### src/rtl/ps2_key_event_queue.sv
// PS/2 scancode decoder with typematic-repeat suppression and a show-ahead
// key-event FIFO feeding the game-control FSM.
module ps2_key_event_queue #(
  parameter int unsigned DEPTH         = 4,
  parameter int unsigned CODE_W        = 5,
  parameter int unsigned REPEAT_FILTER = 1
) (
  input  logic                       clock,
  input  logic                       resetn,
  input  logic [7:0]                 in_byte,
  input  logic                       in_valid,
  output logic [CODE_W-1:0]          out_letter,
  output logic                       out_valid,
  input  logic                       out_ready,
  output logic [$clog2(DEPTH+1)-1:0] fifo_count,
  output logic                       overflow
);

  localparam int unsigned IDX_W = 5;
  localparam int unsigned PTR_W = $clog2(DEPTH);
  localparam int unsigned CNT_W = $clog2(DEPTH+1);

  localparam logic [7:0] BYTE_BRK = 8'hF0;
  localparam logic [7:0] BYTE_EXT = 8'hE0;

  typedef enum logic [1:0] {
    S_IDLE    = 2'd0,
    S_BRK     = 2'd1,
    S_EXT     = 2'd2,
    S_EXT_BRK = 2'd3
  } state_t;

  state_t state, state_next;

  logic [7:0]       held;
  logic             held_vld;
  logic             push;
  logic             hold_set;
  logic             hold_clr;
  logic             hit;
  logic [IDX_W-1:0] idx;

  logic [IDX_W-1:0] mem [DEPTH];
  logic [PTR_W-1:0] rd_ptr, wr_ptr, rd_next, wr_next;
  logic [CNT_W-1:0] count_next;
  logic [IDX_W-1:0] head_next;
  logic             full;
  logic             pop;
  logic             accept;

  // Scancode to key index: A..Z -> 0..25, Enter -> 26; MSB flags a hit.
  function automatic logic [IDX_W:0] map_code(input logic [7:0] code);
    case (code)
      8'h1C: return {1'b1, 5'd0};
      8'h32: return {1'b1, 5'd1};
      8'h21: return {1'b1, 5'd2};
      8'h23: return {1'b1, 5'd3};
      8'h24: return {1'b1, 5'd4};
      8'h2B: return {1'b1, 5'd5};
      8'h34: return {1'b1, 5'd6};
      8'h33: return {1'b1, 5'd7};
      8'h43: return {1'b1, 5'd8};
      8'h3B: return {1'b1, 5'd9};
      8'h42: return {1'b1, 5'd10};
      8'h4B: return {1'b1, 5'd11};
      8'h3A: return {1'b1, 5'd12};
      8'h31: return {1'b1, 5'd13};
      8'h44: return {1'b1, 5'd14};
      8'h4D: return {1'b1, 5'd15};
      8'h15: return {1'b1, 5'd16};
      8'h2D: return {1'b1, 5'd17};
      8'h1B: return {1'b1, 5'd18};
      8'h2C: return {1'b1, 5'd19};
      8'h3C: return {1'b1, 5'd20};
      8'h2A: return {1'b1, 5'd21};
      8'h1D: return {1'b1, 5'd22};
      8'h22: return {1'b1, 5'd23};
      8'h35: return {1'b1, 5'd24};
      8'h1A: return {1'b1, 5'd25};
      8'h5A: return {1'b1, 5'd26};
      default: return '0;
    endcase
  endfunction

  assign {hit, idx} = map_code(in_byte);

  // Prefix-tracking state register.
  always_ff @(posedge clock) begin
    if (!resetn) state <= S_IDLE;
    else         state <= state_next;
  end

  // Next state: advance only on a received byte.
  always_comb begin
    state_next = state;
    if (in_valid) begin
      case (state)
        S_IDLE: begin
          if (in_byte == BYTE_BRK)      state_next = S_BRK;
          else if (in_byte == BYTE_EXT) state_next = S_EXT;
        end
        S_EXT:   state_next = (in_byte == BYTE_BRK) ? S_EXT_BRK : S_IDLE;
        default: state_next = S_IDLE;
      endcase
    end
  end

  // Decode actions: queue a fresh make, track the held key, release on break.
  always_comb begin
    push     = 1'b0;
    hold_set = 1'b0;
    hold_clr = 1'b0;
    if (in_valid) begin
      case (state)
        S_IDLE: begin
          if (hit && !((REPEAT_FILTER != 0) && held_vld && (held == in_byte))) begin
            push     = 1'b1;
            hold_set = 1'b1;
          end
        end
        S_BRK:   hold_clr = held_vld && (held == in_byte);
        default: ;
      endcase
    end
  end

  // Held-key register for repeat suppression.
  always_ff @(posedge clock) begin
    if (!resetn) begin
      held     <= '0;
      held_vld <= 1'b0;
    end else if (hold_set) begin
      held     <= in_byte;
      held_vld <= 1'b1;
    end else if (hold_clr) begin
      held_vld <= 1'b0;
    end
  end

  assign full   = (fifo_count == CNT_W'(DEPTH));
  assign pop    = out_valid && out_ready;
  assign accept = push && (!full || pop);

  // FIFO bookkeeping and the head value visible after this edge.
  always_comb begin
    rd_next    = pop    ? rd_ptr + PTR_W'(1) : rd_ptr;
    wr_next    = accept ? wr_ptr + PTR_W'(1) : wr_ptr;
    count_next = fifo_count;
    case ({accept, pop})
      2'b10:   count_next = fifo_count + CNT_W'(1);
      2'b01:   count_next = fifo_count - CNT_W'(1);
      default: count_next = fifo_count;
    endcase
    head_next = '0;
    if (count_next != '0) begin
      // When nothing older survives this edge, the head is the byte being pushed.
      if ((fifo_count == '0) || ((fifo_count == CNT_W'(1)) && pop)) head_next = idx;
      else                                                          head_next = mem[rd_next];
    end
  end

  // Entry storage; contents are don't-care while not counted.
  always_ff @(posedge clock) begin
    if (accept) mem[wr_ptr] <= idx;
  end

  // Pointers, count and registered outputs.
  always_ff @(posedge clock) begin
    if (!resetn) begin
      rd_ptr     <= '0;
      wr_ptr     <= '0;
      fifo_count <= '0;
      out_valid  <= 1'b0;
      out_letter <= '0;
      overflow   <= 1'b0;
    end else begin
      rd_ptr     <= rd_next;
      wr_ptr     <= wr_next;
      fifo_count <= count_next;
      out_valid  <= (count_next != '0);
      out_letter <= CODE_W'(head_next);
      overflow   <= push && full && !pop;
    end
  end

endmodule

### config.mk
export PLATFORM = sky130hd
export DESIGN_NAME = ps2_key_event_queue
export DESIGN_NICKNAME = d
export VERILOG_FILES = /design/src/rtl/ps2_key_event_queue.sv
export SDC_FILE = /design/constraint.sdc
export NUM_CORES = 1
export LEC_CHECK = 0
export ABC_CLOCK_PERIOD_IN_PS = 9300
export CAP_MARGIN = 0
export CORE_MARGIN = 2
export CORE_UTILIZATION = 40
export CTS_CLUSTER_DIAMETER = 100
export DETAILED_ROUTE_END_ITERATION = 7
export DONT_BUFFER_PORTS = 1
export PLACE_DENSITY_LB_ADDON = 0.08
export SLEW_MARGIN = 0
export SYNTH_ARGS = -nofsm -noshare
export SYNTH_HDL_FRONTEND = slang
export SYNTH_SLANG_ARGS = --single-unit
export TNS_END_PERCENT = 10
### constraint.sdc
create_clock -name clock -period 9.3 [get_ports clock]
set_clock_uncertainty 0.15 [all_clocks]
set_input_delay 0.93 -clock clock [delete_from_list [all_inputs] [get_ports clock]]
set_output_delay 0.93 -clock clock [all_outputs]
set_load 0.01 [all_outputs]
==> results of run 1 <==
[cell families after synthesis]
| group | count (synthesis) | share of synthesized area [%] |
|---|---|---|
| and+or+nand+nor | 105 | 22.2 |
| muxes | 14 | 7.78 |
| xor gates and xnor gates | 13 | 4.37 |
| DFF | 45 | 42.3 |
| AOI/OAI and AO/OA | 41 | 12.0 |
| adders and majority gates | 13 | 6.05 |
| buffers and inverters | 31 | 5.33 |
[cell type report]
class | instances | area share [%]
Clock buffer | 5 | 2.53
Clock inverter | 3 | 0.829
Inverter | 17 | 2.35
Multi-Input combinational cell | 186 | 50.2
Sequential cell | 45 | 40.5
Tap cell | 77 | 3.55
[state kept, by name, summed over array words and instances (netlist names)]
signal      cells
overflow        1
out_letter      5
rd_ptr          2
state           2
fifo_count      3
held_vld        1
mem            20
out_valid       1
held            8
wr_ptr          2
[power breakdown]
group | total (W) | switching, W | internal, W
Sequential | 0.000210 | 0.00000168 | 0.000209
Combinational | 0.0000344 | 0.0000188 | 0.0000157
Clock | 0.000123 | 0.0000701 | 0.0000534
Total | 0.000368 | 0.0000905 | 0.000278
[stage by stage]
step	instance area, um2	util [%]	hold slack, ns
2_1_floorplan	2600	-	0.296
3_3_place_gp	2630	41.6	0.306
3_5_place_dp	2630	41.6	0.318
4_1_cts	2720	43.0	0.333
5_1_grt	2720	43.0	0.345
6_report	2720	43.0	0.328
[critical path: stages]
cell      delay (ns)
inv_1           0.05
ha_1            0.28
nand2b_1        0.14
a31oi_1         0.25
a31oi_4         0.15
nor4b_4         0.50
inv_1           0.09
ha_1            0.37
nand2b_1        0.17
o221ai_1        0.20
and3_1          0.35
nand3b_1        0.16
o41ai_1         0.07
[worst paths after layout]
| path | cells after the start | to |
|---|---|---|
| setup / recovery | 13 | out_letter[1] |
| hold / removal | 2 | held[3] |
| setup reg to reg | 12 | out_letter[1] |
| hold reg to reg | 2 | held[3] |
[cell usage in the layout (no fill, tap or decap), types with 3 or more instances in the layout]
master	synthesis	layout
nor2_1	19	19
nand2b_1	7	7
nand3b_1	4	4
a21oi_1	9	9
nand3_1	8	8
nor4_1	6	6
nand2_1	25	25
edfxtp_1	20	20
or2_2	4	4
o21ai_0	7	7
ha_1	11	11
a211oi_1	3	3
nor3_1	3	3
nor2b_1	5	5
mux2i_1	9	9
xor2_1	11	11
mux4_2	5	5
nor3b_1	3	3
inv_1	17	17
clkbuf_8	0	5
dfxtp_1	25	25
and2_1	7	7
a31oi_1	3	3
[per-layer routing]
metal  wire (um)  share of wire (%)  global-route usage, %
met1        2610                 46                   21.9
met2        2630                 47                   25.5
met3         298                5.3                   3.54
met4          89                1.6                   5.92
met5           0                  0                      0
==> results.md, run 1 <==
* Status: finished clean
* Pwr Density at 136 mW/mm2
* Place WS at 5.27 ns
* Area growth, synth to finish at 4.33%
* Share of cells above drive strength 1 at 8.59%
* First-pass GRT wire length at 9.17 mm
* Net Count, Synth at 285
* CP Max Fanout at 17
* Vias at 1875
* Post-CTS Resized at 0
* Static Leak at 0.959 nW
* Initial antenna violation count at 0
* EDFF count, synth at 20
* Final worst slack at 5.61 ns
* Setup repair bufs after CTS at 0
* Top Ports at 22
* Synth top area share at 23.1%
* CP arrival at 3.72 ns
* Beginning of the worst hold path: held[3]
* # hold bufs at CTS at 0
* Core Rows at 29
* TritonCTS clock tree: built
* Synth Register Bits at 45
* Detail Placement HPWL at 4.14 mm
* Most common flop cell mapped by yosys: dfxtp_1
* CTS Buf Count at 5
* # setup viols final at 0
* Die height at 84.7 um
* Die width at 84.7 um
* Final Max Slew Viols at 0
* Vias in the first global route at 1756
* Final Wtd Congestion at 0.827
* # fillers at 626
* Worst setup path startpoint: in_byte[2]
* Via-to-Cell Ratio at 5.63
* Bufs on Longest Clock Path at 2
* Hold Crit Class: reg -> reg
* Iter 0 DRT Violations at 104
* Synth area leaders: edfxtp_1, dfxtp_1, ha_1, mux4_2, xor2_1
* Synth warnings at 0
* Tot Pwr at 0.000368 W
* DRT Pass-1 Iters at 4
* MaxCap Viol Count at 0
* Ant. Diodes at 0
* WL per Instance at 16.9 um
* Largest net degree at the start of global routing at 22
* Setup CP Type: in -> reg
* Async set-or-reset flop fraction in the synthesized netlist at 0%
* CTS sink count at 45
* Total congestion overflow at 0
* RSZ-0062 raised after global routing: false
* Worst R2R Start: fifo_count[0]
* Inst Count DP at 325
* Fmax at 271 MHz
* Fin nets at 278
* Starting density of the core at 41.2%
* Worst Setup End Kind: flip-flop
* R2r setup slk at 6.12 ns
* Post-route ant nets at 0
* Startpoint types: input port
* Synth area leader: edfxtp_1
* Port bufs at 0
* GRT Resource Usage Total at 16.2%
* Mapped Avg Cell Area at 9.94 um2
* Register area share after synthesis at 42.3%
* Worst-Margin Slew at 0.849 ns
* Seq. cell area at 0.00110 mm2
* Fin Setup TNS at 0 ns
* Final Hold Fails at 0
* Synth cell types at 58
* Final Cycle Share at 39.7%
* Multi-input logic area at 0.00136 mm2
* Clk Tree Root Cell: clkbuf_8
* Core area at 0.00631 mm2
* Final min period at 3.69 ns
* Max_slew headroom at 43.2%
* Clock-pin slew on the worst setup and hold paths at 0.09 ns
* Drt total wl at 5.63 mm
* Die area at 0.00717 mm2
* Synthesized instance count at 262
* VDD IR max at 55.7 uV
* Later-pin clock latency in the skew report at 0.30 ns
* H-tree Lvls at 2
* Data required time of the worst path at 9.33 ns
* Post-route insts no fill at 333
* # DRC at 0
* Most frequent cells after synthesis: dfxtp_1, nand2_1, edfxtp_1, nor2_1, inv_1
* Synth Cell Area at 0.00260 mm2
(Power assumes the default switching activity.)
==> run 2: changes to the inputs <==
--- a/config.mk
+++ b/config.mk
@@ -5,7 +5,7 @@
 export SDC_FILE = /design/constraint.sdc
 export NUM_CORES = 1
 export LEC_CHECK = 0
-export ABC_CLOCK_PERIOD_IN_PS = 9300
+export ABC_CLOCK_PERIOD_IN_PS = 3300
 export CAP_MARGIN = 0
 export CORE_MARGIN = 2
 export CORE_UTILIZATION = 40
==> constraint.sdc (replaced) <==
create_clock -name clock -period 3.3 [get_ports clock]
set_clock_uncertainty 0.15 [all_clocks]
set_input_delay 0.33 -clock clock [delete_from_list [all_inputs] [get_ports clock]]
set_output_delay 0.33 -clock clock [all_outputs]
set_load 0.01 [all_outputs]
==> results.md, run 2 (synthesized netlist as in run 1, its figures left out) <==
* RSZ-0062 raised after global routing: false (unchanged)
* Die area at 0.00717 mm2 (unchanged)
* Startpoint types: flip-flop (was input port)
* Starting density of the core at 41.2% (unchanged)
* Port bufs at 0 (unchanged)
* Clock-pin slew on the worst setup and hold paths at 0.09 ns (about the same)
* Setup CP Type: reg -> reg (was in -> reg)
* Max_slew headroom at 57.1% (was 43.2%)
* H-tree Lvls at 2 (unchanged)
* Fin Setup TNS at 0 ns (unchanged)
* Multi-input logic area at 0.00136 mm2 (unchanged)
* GRT Resource Usage Total at 17.0% (was 16.2%)
* Tot Pwr at 0.00104 W (was 0.000368 W)
* Largest net degree at the start of global routing at 22 (unchanged)
* # fillers at 637 (was 626)
* Status: finished clean (unchanged)
* VDD IR max at 217 uV (was 55.7 uV)
* R2r setup slk at 0.36 ns (was 6.12 ns)
* Seq. cell area at 0.00110 mm2 (unchanged)
* CP Max Fanout at 6 (was 17)
* WL per Instance at 17.0 um (was 16.9 um)
* Crit-path slowest cell: dfxtp_1 (was nor4b_4)
* Detail Placement HPWL at 4.23 mm (was 4.14 mm)
* Clk Tree Root Cell: clkbuf_8 (unchanged)
* Final min period at 2.94 ns
* Total congestion overflow at 0 (unchanged)
* Final Cycle Share at 89.2%
* # setup viols final at 0 (unchanged)
* Final Wtd Congestion at 0.846 (was 0.827)
* Fin nets at 282 (was 278)
* Final Hold Fails at 0 (unchanged)
* Vias at 1836 (was 1875)
* Post-route insts no fill at 337 (was 333)
* Hold Crit Class: in -> reg (was reg -> reg)
* Die width at 84.7 um (unchanged)
* First-pass GRT wire length at 9.56 mm (was 9.17 mm)
* Crit-path cells: inv_1 > ha_1 > nand3_1 > nand2_1 > nor4b_4 > inv_1 > ha_1 > nand2b_1 > o221ai_1 > and3_1 > nand3b_1 > o41ai_1 (was inv_1 > ha_1 > nand2b_1 > a31oi_1 > a31oi_4 > nor4b_4 > inv_1 > ha_1 > nand2b_1 > o221ai_1 > and3_1 > nand3b_1 > o41ai_1)
* Regs by FF count: mem x20, held x8, out_letter x5 (unchanged)
* Worst-Margin Slew at 0.640 ns (was 0.849 ns)
* Iter 0 DRT Violations at 69 (was 104)
* Share of cells above drive strength 1 at 9.62% (was 8.59%)
* Data required time of the worst path at 3.33 ns (was 9.33 ns)
* Place WS at 0.132 ns (was 5.27 ns)
* Core Rows at 29 (unchanged)
* CTS Buf Count at 5 (unchanged)
* Later-pin clock latency in the skew report at 0.30 ns (about the same)
* Bufs on Longest Clock Path at 2 (unchanged)
* Post-CTS Resized at 0 (unchanged)
* Post-route ant nets at 0 (unchanged)
* # DRC at 0 (unchanged)
* Setup repair bufs after CTS at 0 (unchanged)
* Ant. Diodes at 0 (unchanged)
* Worst Setup End Kind: flip-flop (unchanged)
* Final Max Slew Viols at 0 (unchanged)
* Area growth, synth to finish at 5.53% (was 4.33%)
* CP arrival at 2.97 ns (was 3.72 ns)
* Largest Register: mem (unchanged)
* Drt total wl at 5.72 mm (was 5.63 mm)
* Largest register FFs at 20 (unchanged)
* Inst Count DP at 328 (was 325)
* Static Leak at 0.973 nW (was 0.959 nW)
* Pwr Density at 379 mW/mm2 (was 136 mW/mm2)
* MaxCap Viol Count at 0 (unchanged)
* Critical path's largest stage delay at 0.49 ns (was 0.50 ns)
* Via-to-Cell Ratio at 5.45 (was 5.63)
* Most frequent cells in the layout: nand2_1, dfxtp_1, edfxtp_1 (unchanged)
* Die height at 84.7 um (unchanged)
* # hold bufs at CTS at 1 (was 0)
* Core area at 0.00631 mm2 (unchanged)
* Vias in the first global route at 1844 (was 1756)
* Final worst slack at 0.356 ns (was 5.61 ns)
* Initial antenna violation count at 0 (unchanged)
* DRT Pass-1 Iters at 5 (was 4)
* TritonCTS clock tree: built (unchanged)
* CTS sink count at 45 (unchanged)
* Fmax at 340 MHz
* Top Ports at 22 (unchanged)
## run 2: cell types whose count changed in the layout (fill, tap and decap cells not counted)
| cell | delta |
|---|---|
| buf_4 | +3 |
| clkinv_4 | -2 |
| clkinvlp_4 | +1 |
| dlygate4sd3_1 | +1 |
| inv_6 | +1 |
## run 2: worst paths after layout
path,depth (start not counted),startpoint,to
max,12,fifo_count[0],out_letter[1]
min,2,resetn,fifo_count[1]
max reg2reg,12,fifo_count[0],out_letter[1]
min reg2reg,2,held[5],held[5]
## run 2: layout make-up
type / instances / share of cell area, %
clock inverters: 3 / 0.774
flip-flops and latches: 45 / 40.1
inverters: 17 / 2.32
multi-input cells: 186 / 49.6
well taps: 77 / 3.51
clock buffers: 5 / 2.50
repair buffers: 4 / 1.18
## run 2: power by group
part           leakage [nW]  switching [W]  internal, W
logic                 0.544      0.0000536    0.0000460
clock network        0.0445       0.000200     0.000151
registers             0.384     0.00000487     0.000588
total                 0.973       0.000258     0.000784
## run 2: critical path: cells and delay by family, from the launching register on
kind | cells | cell delay (ns)
buf+inv | 2 | 0.18
fa+ha+maj | 2 | 0.59
flops | 1 | 0.49
compound gates | 2 | 0.26
simple gates | 6 | 1.15
## run 2: routing by layer
layer | wire length, um | GRT usage, % | share of wire [%]
met3 | 236 | 3.83 | 4.1
met4 | 32 | 4.76 | 0.56
met1 | 2810 | 23.3 | 49
met5 | 0 | 0 | 0
met2 | 2650 | 27.3 | 46
## run 2: metrics by stage
stage | utilization, % | cell area, um2 | hold WS [ns]
6_report | 43.5 | 2750 | 0.00902
5_1_grt | 43.5 | 2750 | 0.00648
4_1_cts | 43.5 | 2750 | 0.00377
3_5_place_dp | 41.9 | 2650 | 0.295
3_3_place_gp | 41.9 | 2650 | 0.292
2_1_floorplan | - | 2600 | 0.296
==> run 3: changes to the inputs <==
--- a/config.mk
+++ b/config.mk
@@ -5,6 +5,7 @@
 export SDC_FILE = /design/constraint.sdc
 export NUM_CORES = 1
 export LEC_CHECK = 0
+export ABC_AREA = 1
 export ABC_CLOCK_PERIOD_IN_PS = 3300
 export CAP_MARGIN = 0
 export CORE_MARGIN = 2
==> results.md, run 3 <==
* FF-to-FF path depth at 12 (unchanged)
* Vias in the first global route at 2143 (was 1844)
* Final Max Slew Viols at 0 (unchanged)
* GRT Resource Usage Total at 18.1% (was 17.0%)
* # setup viols final at 0 (unchanged)
* Largest net degree at the start of global routing at 22 (unchanged)
* CP Max Fanout at 8 (was 6)
* Iter 0 DRT Violations at 130 (was 69)
* VDD IR max at 215 uV (was 217 uV)
* Most frequent cells after synthesis: nand2_1, inv_1, nor2_1, dfxtp_1, nand3_1 (was dfxtp_1, nand2_1, edfxtp_1, nor2_1, inv_1)
* Via-to-Cell Ratio at 5.12 (was 5.45)
* Post-CTS Resized at 0 (unchanged)
* Bufs on Longest Clock Path at 2 (unchanged)
* Reg2reg end: out_letter[2] (was out_letter[1])
* Worst R2R Start: state[0] (was fifo_count[0])
* Fin nets at 378 (was 282)
* Setup CP Type: reg -> reg (unchanged)
* Clock Power Share at 35.5% (was 33.6%)
* Comb power frac at 12.7% (was 9.6%)
* Worst-Margin Slew at 0.566 ns (was 0.640 ns)
* H-tree Lvls at 2 (unchanged)
* Status: finished clean (unchanged)
* Crit-path cells: nor4_1 > nand2_1 > nor2_4 > nand3_4 > ha_1 > inv_1 > nand2_1 > o21ai_0 > nor2_1 > nor2_1 > nand2_1 > a21oi_1 (was inv_1 > ha_1 > nand3_1 > nand2_1 > nor4b_4 > inv_1 > ha_1 > nand2b_1 > o221ai_1 > and3_1 > nand3b_1 > o41ai_1)
* Clock-pin slew on the worst setup and hold paths at 0.08 ns (was 0.09 ns)
* Fmax at 356 MHz (was 340 MHz)
* Final Cycle Share at 85.2% (was 89.2%)
* Critical Path Most Common Cell: nand2_1
* TritonCTS clock tree: built (unchanged)
* MaxCap Viol Count at 0 (unchanged)
* XOR/XNOR share of the synthesized area at 1.31% (was 4.37%)
* Synth Cell Area at 0.00267 mm2 (was 0.00260 mm2)
* Synth cell types at 36 (was 58)
* Total congestion overflow at 0 (unchanged)
* Most common flop cell mapped by yosys: dfxtp_1 (unchanged)
* Final min period at 2.81 ns (was 2.94 ns)
* Mux cell area share after synthesis at 0.751% (was 7.78%)
* Net Count, Synth at 381 (was 285)
* Drt total wl at 6.26 mm (was 5.72 mm)
* Die area at 0.00734 mm2 (was 0.00717 mm2)
* Critical path's largest stage delay at 0.41 ns (was 0.49 ns)
* Die height at 85.6 um (was 84.7 um)
* Hold Path Cell Cnt at 2 (unchanged)
* CTS Buf Count at 5 (unchanged)
* RSZ-0062 raised after global routing: false (unchanged)
* Regs by FF count: mem x20, held x8, out_letter x5 (unchanged)
* Synthesized instance count at 358 (was 262)
* Largest family of logic cells by synthesized area: simple AND/OR/NAND/NOR gates (unchanged)
* Synth warnings at 0 (unchanged)
* Vias at 2216 (was 1836)
* Crit-path slowest cell: nor4_1 (was dfxtp_1)
* # DRC at 0 (unchanged)
* Hold_ws at 0.0174 ns (was 0.00902 ns)
* Max_slew headroom at 62.1% (was 57.1%)
* Mapped Avg Cell Area at 7.45 um2 (was 9.94 um2)
* Synth Area in Simple Gates at 25.8% (was 22.2%)
* Beginning of the worst hold path: resetn (unchanged)
* Later-pin clock latency in the skew report at 0.30 ns (about the same)
* Synth Register Bits at 45 (unchanged)
* Static Leak at 1.28 nW (was 0.973 nW)
* Pwr Density at 418 mW/mm2 (was 379 mW/mm2)
* CP arrival at 2.89 ns (was 2.97 ns)
* Async set-or-reset flop fraction in the synthesized netlist at 0% (unchanged)
* Die width at 85.6 um (was 84.7 um)
* Power Internal at 0.000877 W (was 0.000784 W)
* Core area at 0.00639 mm2 (was 0.00631 mm2)
* Endpoint, Worst Hold: held[4] (was fifo_count[1])
* Fin Setup TNS at 0 ns (unchanged)
* Largest Register: mem (unchanged)
* Data required time of the worst path at 3.38 ns (was 3.33 ns)
* Starting density of the core at 41.8% (was 41.2%)
* Net Switching at 0.000300 W (was 0.000258 W)
* Area growth, synth to finish at 5.63% (was 5.53%)
* Largest register FFs at 20 (unchanged)
* Core Rows at 29 (unchanged)
* Final Wtd Congestion at 0.863 (was 0.846)
* Detail Placement HPWL at 4.70 mm (was 4.23 mm)
* CTS sink count at 45 (unchanged)
* Ant. Diodes at 0 (unchanged)
* EDFF count, synth at 20 (unchanged)
* Clk Tree Root Cell: clkbuf_8 (unchanged)
* Synth top area share at 22.5% (was 23.1%)
* Switch share at 25.5% (was 24.8%)
* Most common cell after layout, fill and taps aside: nand2_1
* Initial antenna violation count at 0 (unchanged)
* First-pass GRT wire length at 10.3 mm (was 9.56 mm)
* Startpoint types: flip-flop (unchanged)
* Register area share after synthesis at 41.3% (was 42.3%)
* Synth area leader: edfxtp_1 (unchanged)
* Final Hold Fails at 0 (unchanged)
* Most frequent cells in the layout: nand2_1, inv_1, nor2_1 (was nand2_1, dfxtp_1, edfxtp_1)
* Share of cells above drive strength 1 at 6.74% (was 9.62%)
* Sequential group share of total power at 51.8% (was 56.9%)
* Most instantiated library cell after synthesis: nand2_1
* WL per Instance at 14.5 um (was 17.0 um)
* Post-synthesis adder-cell area fraction at 5.16% (was 6.05%)
* Post-route ant nets at 0 (unchanged)
* Worst Setup End Kind: flip-flop (unchanged)
* R2r setup slk at 0.49 ns (was 0.36 ns)
* Port bufs at 0 (unchanged)
* DRT Pass-1 Iters at 4 (was 5)
* Synth area leaders: edfxtp_1, dfxtp_1, nand2_1, inv_1, nor2_1 (was edfxtp_1, dfxtp_1, ha_1, mux4_2, xor2_1)
* Hold Crit Class: in -> reg (unchanged)
* Top Ports at 22 (unchanged)
* Synth Area in Compound Gates at 13.2% (was 12.0%)
run 3: changes by cell type after synthesis, sizes merged, moves of 8 or more:
cell / change
and2: -8
nand2: +62
nor2: +21
a21oi: +10
inv: +47
nand3: +14
o211ai: +13
o21ai: +12
run 3: metrics by stage:
| stage | setup WS [ns] | instances | cell area [um2] | util, % | power (W) |
|---|---|---|---|---|---|
| 2_1_floorplan | 0.671 | 358 | 2670 | - | 0.000753 |
| 3_3_place_gp | 0.470 | 424 | 2700 | 42.2 | 0.000771 |
| 3_5_place_dp | 0.404 | 424 | 2700 | 42.2 | 0.000769 |
| 4_1_cts | 0.535 | 433 | 2820 | 44.1 | 0.00119 |
| 5_1_grt | 0.217 | 433 | 2820 | 44.1 | 0.00123 |
| 6_report | 0.490 | 433 | 2820 | 44.1 | 0.00118 |
run 3: layout make-up:
cell class | instances | area [um2]
fillers | 655 | 3570
multi-input cells | 235 | 1230
flip-flops and latches | 45 | 1100
inverters | 65 | 249
well taps | 77 | 96.3
clock buffers | 6 | 72.6
clock inverters | 2 | 38.8
repair buffers | 3 | 25.0
run 3: worst max path at each step:
stage / slack [ns] / cells past startpoint / from / end
finish: 0.49 / 12 / state[0] / out_letter[2]
global route: 0.22 / 12 / state[0] / out_letter[0]
CTS: 0.53 / 12 / state[0] / out_letter[3]
detailed placement: 0.40 / 18 / in_byte[3] / out_letter[0]
global placement: 0.47 / 18 / in_byte[3] / out_letter[0]
floorplan: 0.67 / 17 / in_byte[2] / out_letter[0]
run 3: worst max-delay path: cells and delay by family (launching register included):
family,cells,cell delay (ns)
buf+inv,1,0.08
flops,1,0.34
fa+ha+maj,1,0.37
compound gates,2,0.33
simple gates,8,1.46
run 3: cell families after synthesis:
logic type / after synthesis
simple gates: 159
buf+inv: 78
compound gates: 59
flops: 45
fa+ha+maj: 11
xor+xnor: 4
mux: 2
run 3: power by group through the flow:
stage	clock network [W]	registers, W	logic (W)
2_1_floorplan	0	0.000619	0.000134
3_3_place_gp	0	0.000622	0.000150
3_5_place_dp	0	0.000622	0.000147
4_1_cts	0.000432	0.000609	0.000150
5_1_grt	0.000442	0.000611	0.000175
6_report	0.000418	0.000609	0.000150
run 3: repair_timing:
item                      CTS  global route
setup buffers               0             0
hold buffers                1             0
hold endpoints to repair    3             0
run 3: layer usage:
metal | GRT usage, % | vias up | share of wire, %
met4 | 5.48 | 0 | 0.97
met5 | 0 | - | 0
li1 | - | 1144 | -
met2 | 29.1 | 47 | 45
met1 | 25.0 | 1019 | 51
met3 | 3.08 | 6 | 3.6
